**config.mk**
```make
export PLATFORM = sky130hd
export DESIGN_NAME = toggle_watchdog
export DESIGN_NICKNAME = d
export VERILOG_FILES = /design/src/rtl/toggle_wd_pkg.sv /design/src/rtl/sync_edge_det.sv /design/src/rtl/toggle_watchdog.sv
export SDC_FILE = /design/constraint.sdc
export NUM_CORES = 1
export LEC_CHECK = 0
export CAP_MARGIN = 20
export CORE_MARGIN = 5
export CORE_UTILIZATION = 57
export DETAILED_ROUTE_END_ITERATION = 8
export GPL_TIMING_DRIVEN = 0
export PLACE_DENSITY_LB_ADDON = 0.08
export RECOVER_POWER = 100
export SYNTH_ARGS = -nofsm -noshare
export SYNTH_HDL_FRONTEND = slang
export SYNTH_SLANG_ARGS = --single-unit
```
**constraint.sdc**
```tcl
create_clock -name clk -period 3.3 [get_ports clk]
set_input_delay 0.825 -clock clk [delete_from_list [all_inputs] [get_ports clk]]
set_output_delay 0.825 -clock clk [all_outputs]
set_load 0.05 [all_outputs]
```
**src/rtl/toggle_wd_pkg.sv**
```systemverilog
// toggle_wd_pkg: shared types and limits for the toggle watchdog
package toggle_wd_pkg;
   typedef enum logic [1:0] {DISABLED = 2'd0, ARMING = 2'd1, MONITOR = 2'd2, STUCK = 2'd3} toggle_wd_state_e;
   localparam int TW_SYNC_MAX = 3;
endpackage

```
**src/rtl/sync_edge_det.sv**
```systemverilog
// sync_edge_det: input synchronizer plus previous-sample register with edge outputs
module sync_edge_det
   import toggle_wd_pkg::*;
#(
   parameter int SYNC_STAGES = 2
) (
   input  logic clk,
   input  logic rst,
   input  logic sig_in,
   output logic s,
   output logic rise,
   output logic fall
);
   localparam int N = SYNC_STAGES > TW_SYNC_MAX ? TW_SYNC_MAX : SYNC_STAGES;
   logic [N:0] chain;
   logic prev;
   assign chain[0] = sig_in;
   for (genvar i = 0; i < N; i++) begin : g_sync
      always_ff @(posedge clk or posedge rst)
         if (rst) chain[i+1] <= 1'b0;
         else chain[i+1] <= chain[i];
   end
   assign s = chain[N];
   always_ff @(posedge clk or posedge rst)
      if (rst) prev <= 1'b0;
      else prev <= s;
   assign rise = s & ~prev;
   assign fall = ~s & prev;
endmodule

```
**src/rtl/toggle_watchdog.sv**
```systemverilog
// toggle_watchdog: edge pulses, saturating toggle count and stuck detection for one signal
module toggle_watchdog
   import toggle_wd_pkg::*;
#(
   parameter int SYNC_STAGES = 2,
   parameter int TIMEOUT_W = 16,
   parameter int CNT_W = 16
) (
   input  logic                 clk,
   input  logic                 rst,
   input  logic                 en,
   input  logic                 clr,
   input  logic                 sig_in,
   input  logic [TIMEOUT_W-1:0] timeout_cycles,
   output logic                 rise_pulse,
   output logic                 fall_pulse,
   output logic                 toggle_pulse,
   output logic [CNT_W-1:0]     toggle_cnt,
   output logic                 stuck_now,
   output logic                 stuck_sticky,
   output logic                 stuck_level,
   output logic [1:0]           state
);
   toggle_wd_state_e st, nxt;
   logic s, rise, fall, act, ev, hit;
   logic [TIMEOUT_W-1:0] idle, idle_nxt;
   sync_edge_det #(.SYNC_STAGES(SYNC_STAGES)) u_sync (
      .clk(clk), .rst(rst), .sig_in(sig_in), .s(s), .rise(rise), .fall(fall)
   );
   assign act = st == MONITOR || st == STUCK;
   assign ev = act & (rise | fall);
   // idle >= timeout-1 means this edge-free sample is the timeout-th one
   assign hit = act && !ev && timeout_cycles != '0 && idle >= timeout_cycles - TIMEOUT_W'(1);
   always_comb begin
      idle_nxt = (!act || ev) ? '0 : (&idle ? idle : idle + TIMEOUT_W'(1));
      nxt = !en ? DISABLED : st == DISABLED ? ARMING : st == ARMING ? MONITOR : hit ? STUCK : ev ? MONITOR : st;
   end
   always_ff @(posedge clk or posedge rst)
      if (rst) begin
         st <= DISABLED;
         idle <= '0;
         rise_pulse <= 1'b0;
         fall_pulse <= 1'b0;
         toggle_pulse <= 1'b0;
         toggle_cnt <= '0;
         stuck_now <= 1'b0;
         stuck_sticky <= 1'b0;
         stuck_level <= 1'b0;
      end else begin
         st <= nxt;
         idle <= idle_nxt;
         rise_pulse <= act & rise;
         fall_pulse <= act & fall;
         toggle_pulse <= ev;
         toggle_cnt <= clr ? '0 : (ev && !(&toggle_cnt)) ? toggle_cnt + CNT_W'(1) : toggle_cnt;
         stuck_now <= nxt == STUCK;
         stuck_sticky <= nxt == STUCK ? 1'b1 : clr ? 1'b0 : stuck_sticky;
         stuck_level <= nxt == STUCK ? s : stuck_level;
      end
   assign state = st;
endmodule

```
-- Word level (Yosys, flattened, before mapping)
Cells that the tools add are included.
- input bits: 21
- logic and storage cells: 55
- register bits: 43
- output and inout port bits: 24
- multiplexer cells: 11
- add/sub/neg operators: 3
- equal/unequal tests: 5
- bitwise gates (word level): 8
- $lt $le $gt $ge: 1
- reduce and logical (&&, ||, !) cells: 15
- operators with widths (cell ; number):
    16-bit two-way mux ; 4
    16-bit by 1-bit adder with 16-bit output, second input constant ; 2
    16-bit AND reduction ; 2
    16-bit >= comparator ; 1
    16-bit nonzero test ; 1
    16-bit by 1-bit subtractor with 16-bit output, second input constant ; 1
    2-bit two-way mux ; 5
    2-bit == test, second input constant ; 3
    1-bit bitwise AND ; 5
    1-bit logical AND ; 4
    2-bit nonzero test ; 2
    1-bit logical NOT ; 3
    2-bit by 1-bit == test with 1-bit output, second input constant ; 1
    2-bit logical NOT ; 1
    1-bit logical OR ; 2
    1-bit two-way mux ; 2
    2-bit inequality test, second input constant ; 1
    1-bit inverter ; 2
    1-bit bitwise OR ; 1

-- Depth between registers and ports, before layout
- depth after elaboration: 14
- depth in mapped cells: 13
- mapped depth without buffers: 13

-- Hierarchy
Synthesis repeated with hierarchy kept, for this count alone.
- cells, all modules: 274
- area, all modules: 2643.8 um2
- modules (own cells, without submodules) (module ; seq. area each (um2) ; times used ; area each (um2) ; cells each):
    toggle_watchdog ; 1001.0 ; 1 ; 2549.9 ; 268
    sync_edge_det ; 75.1 ; 1 ; 93.8 ; 6

-- Least setup slack after synthesis
No wires, ideal clock.
- path kind: input port to flip-flop
- start point: in timeout_cycles[0]
- end point: reg stuck_level
- buffers on the path: 0
- data arrival time: 3.202 ns
- setup slack: -0.003 ns
- required time: 3.199 ns
- setup time: 0.101 ns
- stages on the path: 13
- cells stage by stage: inv_1 ha_1 nand2b_1 or4b_4 nor3_1 xnor2_1 ha_1 nand4_1 nor3_1 o311ai_1 nand3_1 o21ai_2 o32ai_1
- longest elaborated chain between the ends: 8
- elaborated cells between the ends (all ways): 10
- those cells by class: add/sub: 1; order compare: 1; eq/ne: 1; mux: 4; reduce/logical: 3
- ends and longest elaborated chain (what ; RTL line ; text):
    from (decl) ; toggle_watchdog.sv:14 ; input logic [TIMEOUT_W-1:0] timeout_cycles,
    16-bit by 1-bit subtractor with 16-bit output / 16-bit nonzero test (equally long branches) ; toggle_watchdog.sv:33 ; assign hit = act && !ev && timeout_cycles != '0 && idle >= timeout_cycles - TIMEOUT_W'(1);
    16-bit >= comparator / 1-bit logical AND (equally long branches) ; toggle_watchdog.sv:33 ;
    1-bit logical AND (*) ; toggle_watchdog.sv:33 ;
    2-bit two-way mux (*) (4 in series) ; toggle_watchdog.sv:36 ; nxt = !en ? DISABLED : st == DISABLED ? ARMING : st == ARMING ? MONITOR : hit ? STUCK : ev ? MONITOR : st;
    2-bit == test (*) ; toggle_watchdog.sv:58 ; stuck_level <= nxt == STUCK ? s : stuck_level;
    to (signal assigned) ; toggle_watchdog.sv:58 ;
    to (decl) ; toggle_watchdog.sv:21 ; output logic stuck_level,
Every way passes the cells marked *; elsewhere a longest branch is shown, timed or not.
A chain may end at the register's enable or synchronous reset.

-- Worst setup path after layout
- start point: in timeout_cycles[4]
- end point: reg stuck_level
Same word-level chain as after synthesis.

==> results.sh <==
export IMPL_ys_dominant_reg_cell="dfrtp_1"
export IMPL_area_growth_pct=31.3
export IMPL_grt_pass1_wl_um=10500
export IMPL_fill_cells=346
export IMPL_grt_start_max_net_pins=44
export IMPL_tightest_slew_ns=1.60
export IMPL_violations="capacitance limit, slew limit"
export IMPL_h_tree_depth=2
export IMPL_final_setup_viol_count=0
export IMPL_outcome="finished with violations"
export IMPL_setup_tns_ns=0
export IMPL_path_class="in2reg"
export IMPL_start_kind="input port"
export IMPL_initial_core_util_pct=57.8
export IMPL_grt_overflow_total=0
export IMPL_wl_um=6090
export IMPL_synthArstFlopShare_pct=100
export IMPL_synth_seq_area_share_pct=40.2
export IMPL_ys_types=44
export IMPL_grt_pass1_vias=2332
export IMPL_mostFrequentLayoutCell="dfrtp_1"
export IMPL_postRouteAntennaNets=0
export IMPL_design_core_area_um2=4630
export IMPL_cp_startpoint="timeout_cycles[4]"
export IMPL_synth_area_um2=2670
export IMPL_fp_dieW_um=78.5
export IMPL_p_per_area_nw_per_um2=302
export IMPL_fin_skew_ns=0.00761
export IMPL_io_buffer_count=43
export IMPL_maxCapViolations=1
export IMPL_r2r_start="idle[5]"
export IMPL_syn_num_nets=321
export IMPL_seq_area_um2=1080
export IMPL_clk_insertion_delay_late_ns=0.30
export IMPL_final_cell_mix="43 x dfrtp_1, 38 x nor2_1, 26 x xnor2_1, 24 x dlygate4sd3_1"
export IMPL_antenna_cells=0
export IMPL_place_ws_ns=-0.839
export IMPL_grt_use_total_pct=21.5
export IMPL_clk_path_buf_depth=2
export IMPL_drc=0
export IMPL_ios=45
export IMPL_place_hpwl_um=4100
export IMPL_rsz0062_at_grt="yes"
export IMPL_syn_inst=279
export IMPL_multiInputGateArea_um2=1670
export IMPL_worstHoldPathType="reg2reg"
export IMPL_ir_worst_vdd_mv=0.210
export IMPL_numCtsBuffers=5
export IMPL_ys_ff_latch=43
export IMPL_antenna_found_initial=0
export IMPL_post_drt_wl_per_cell_um=15.1
export IMPL_drive_gt1_share_pct=17.7
export IMPL_met3_usage_pct=4.82
export IMPL_yosys_warnings=0
export IMPL_cts_tree="yes"
export IMPL_vias=2315
export IMPL_timing_fmax_mhz=306
export IMPL_hold_viol=0
export IMPL_rows=25
export IMPL_grt_util_met1_pct=28.0
export IMPL_cp_arrival_ns=3.46
export IMPL_synth_edf_count=0
export IMPL_dr_pass1_iters=4
export IMPL_vias_per_cell=5.73
export IMPL_dieArea_um2=6160
export IMPL_grt_busiest_layer="met2"
export IMPL_slew_headroom_pct=-6.77
export IMPL_hp_start="u_sync.chain[1]"
export IMPL_finalCritPeriodShare_pct=99.2
export IMPL_leakagePower_nw=1.56
export IMPL_clkTransAtPathRegs_ns=0.08
export IMPL_drtIter0Drc=128
export IMPL_root_buffer="clkbuf_8"
export IMPL_cts_sinks=43
export IMPL_cp_end_kind="register"
export IMPL_cp_max_fo=4
export IMPL_required_ns=3.49
export IMPL_drv_slew=44
export IMPL_syn_area_per_cell_um2=9.58
export IMPL_die_h_um=78.5
export IMPL_fin_nets=391
export IMPL_fin_ws_ns=0.0276
export IMPL_gp_congestion=0.817
export IMPL_groute_layer_met2_usage_pct=33.1
export IMPL_min_period_ns=3.27
export IMPL_cts_hold_buf=0
-- area by class of cell --
type,count,share of cell area (%)
Buffer,4,0.428
Clock buffer,6,2.07
Clock inverter,2,0.356
Inverter,11,1.18
Multi-Input combinational cell,221,47.5
Sequential cell,43,30.6
Tap cell,54,1.92
Timing Repair Buffer,63,15.9
-- critical path, stage by stage --
cell and delay [ns]:
buf_8 0.11, nor4_4 0.32, or4b_4 0.56, nor3_4 0.14, xnor2_1 0.08, ha_1 0.30, nand4_1 0.18, nor3_2 0.33
o311ai_4 0.16, nand3_2 0.13, and4_1 0.24, o32ai_2 0.07
-- through the flow --
step	total power (W)	std cells	utilization (%)	hold WS (ns)	cell area, um2
6_report	0.00106	404	75.8	0.357	3510
5_1_grt	0.00111	404	75.8	0.375	3510
4_1_cts	0.00106	404	75.0	0.361	3470
3_5_place_dp	0.000722	376	68.6	0.339	3180
3_3_place_gp	0.000718	376	68.6	0.333	3180
2_1_floorplan	0.000653	279	-	0.331	2680
-- logic make-up (layout without fill, tap and decap cells) --
family	count (synthesis)	in the layout	share of synthesized area [%]
AND/OR/NAND/NOR	140	140	29.7
flip-flops	43	43	40.2
adder cells (fa/ha/maj)	21	21	9.83
AO/OA/AOI/OAI	18	18	4.35
XOR/XNOR	41	41	13.4
multiplexers	1	1	0.374
buffers and inverters	15	86	2.11
-- synthesized netlist by cell type, types with 2 or more instances --
cell type	number	area share [%]
nor3_1	12	2.2
and4_1	4	1.3
ha_1	21	9.8
nand2b_1	3	0.70
nand4_1	12	2.8
nand2_1	21	2.9
nor4_2	2	0.94
inv_1	11	1.5
o21ai_0	2	0.37
xnor2_1	26	8.5
or3_1	2	0.47
dfrtp_1	43	40
xor2_1	15	4.9
a31oi_1	3	0.70
and2_1	3	0.70
nor2b_1	5	1.2
nand3_1	16	3.0
clkbuf_1	3	0.42
nor2_1	39	5.5
or4_1	2	0.56
nor4_1	6	1.4
a21oi_1	6	1.1
-- where the power goes --
part	internal [W]	leakage, nW	switching [W]
clock network	0.000148	0.0412	0.000182
logic	0.0000709	0.930	0.000109
registers	0.000538	0.590	0.0000112
-- final timing paths --
path,end,slack [ns],depth (start not counted)
hold reg to reg,u_sync.s,0.36,0
hold / removal,u_sync.s,0.36,0
setup / recovery,stuck_level,0.03,12
setup reg to reg,idle[13],0.82,6
max in group asynchronous,idle[10],0.92,2
min in group asynchronous,u_sync.chain[1],1.45,2
-- what timing repair did --
action,4_1_cts,5_1_grt
setup buffers,20,1
setup endpoints to repair,4,4
pin swaps,21,19
resized for setup,52,21
-- per-layer routing --
layer	share of wire, %	up-vias
li1	-	1120
met1	44	1102
met2	48	66
met3	4.7	27
met4	3.7	0
met5	0	-
(Power assumes the default switching activity.)
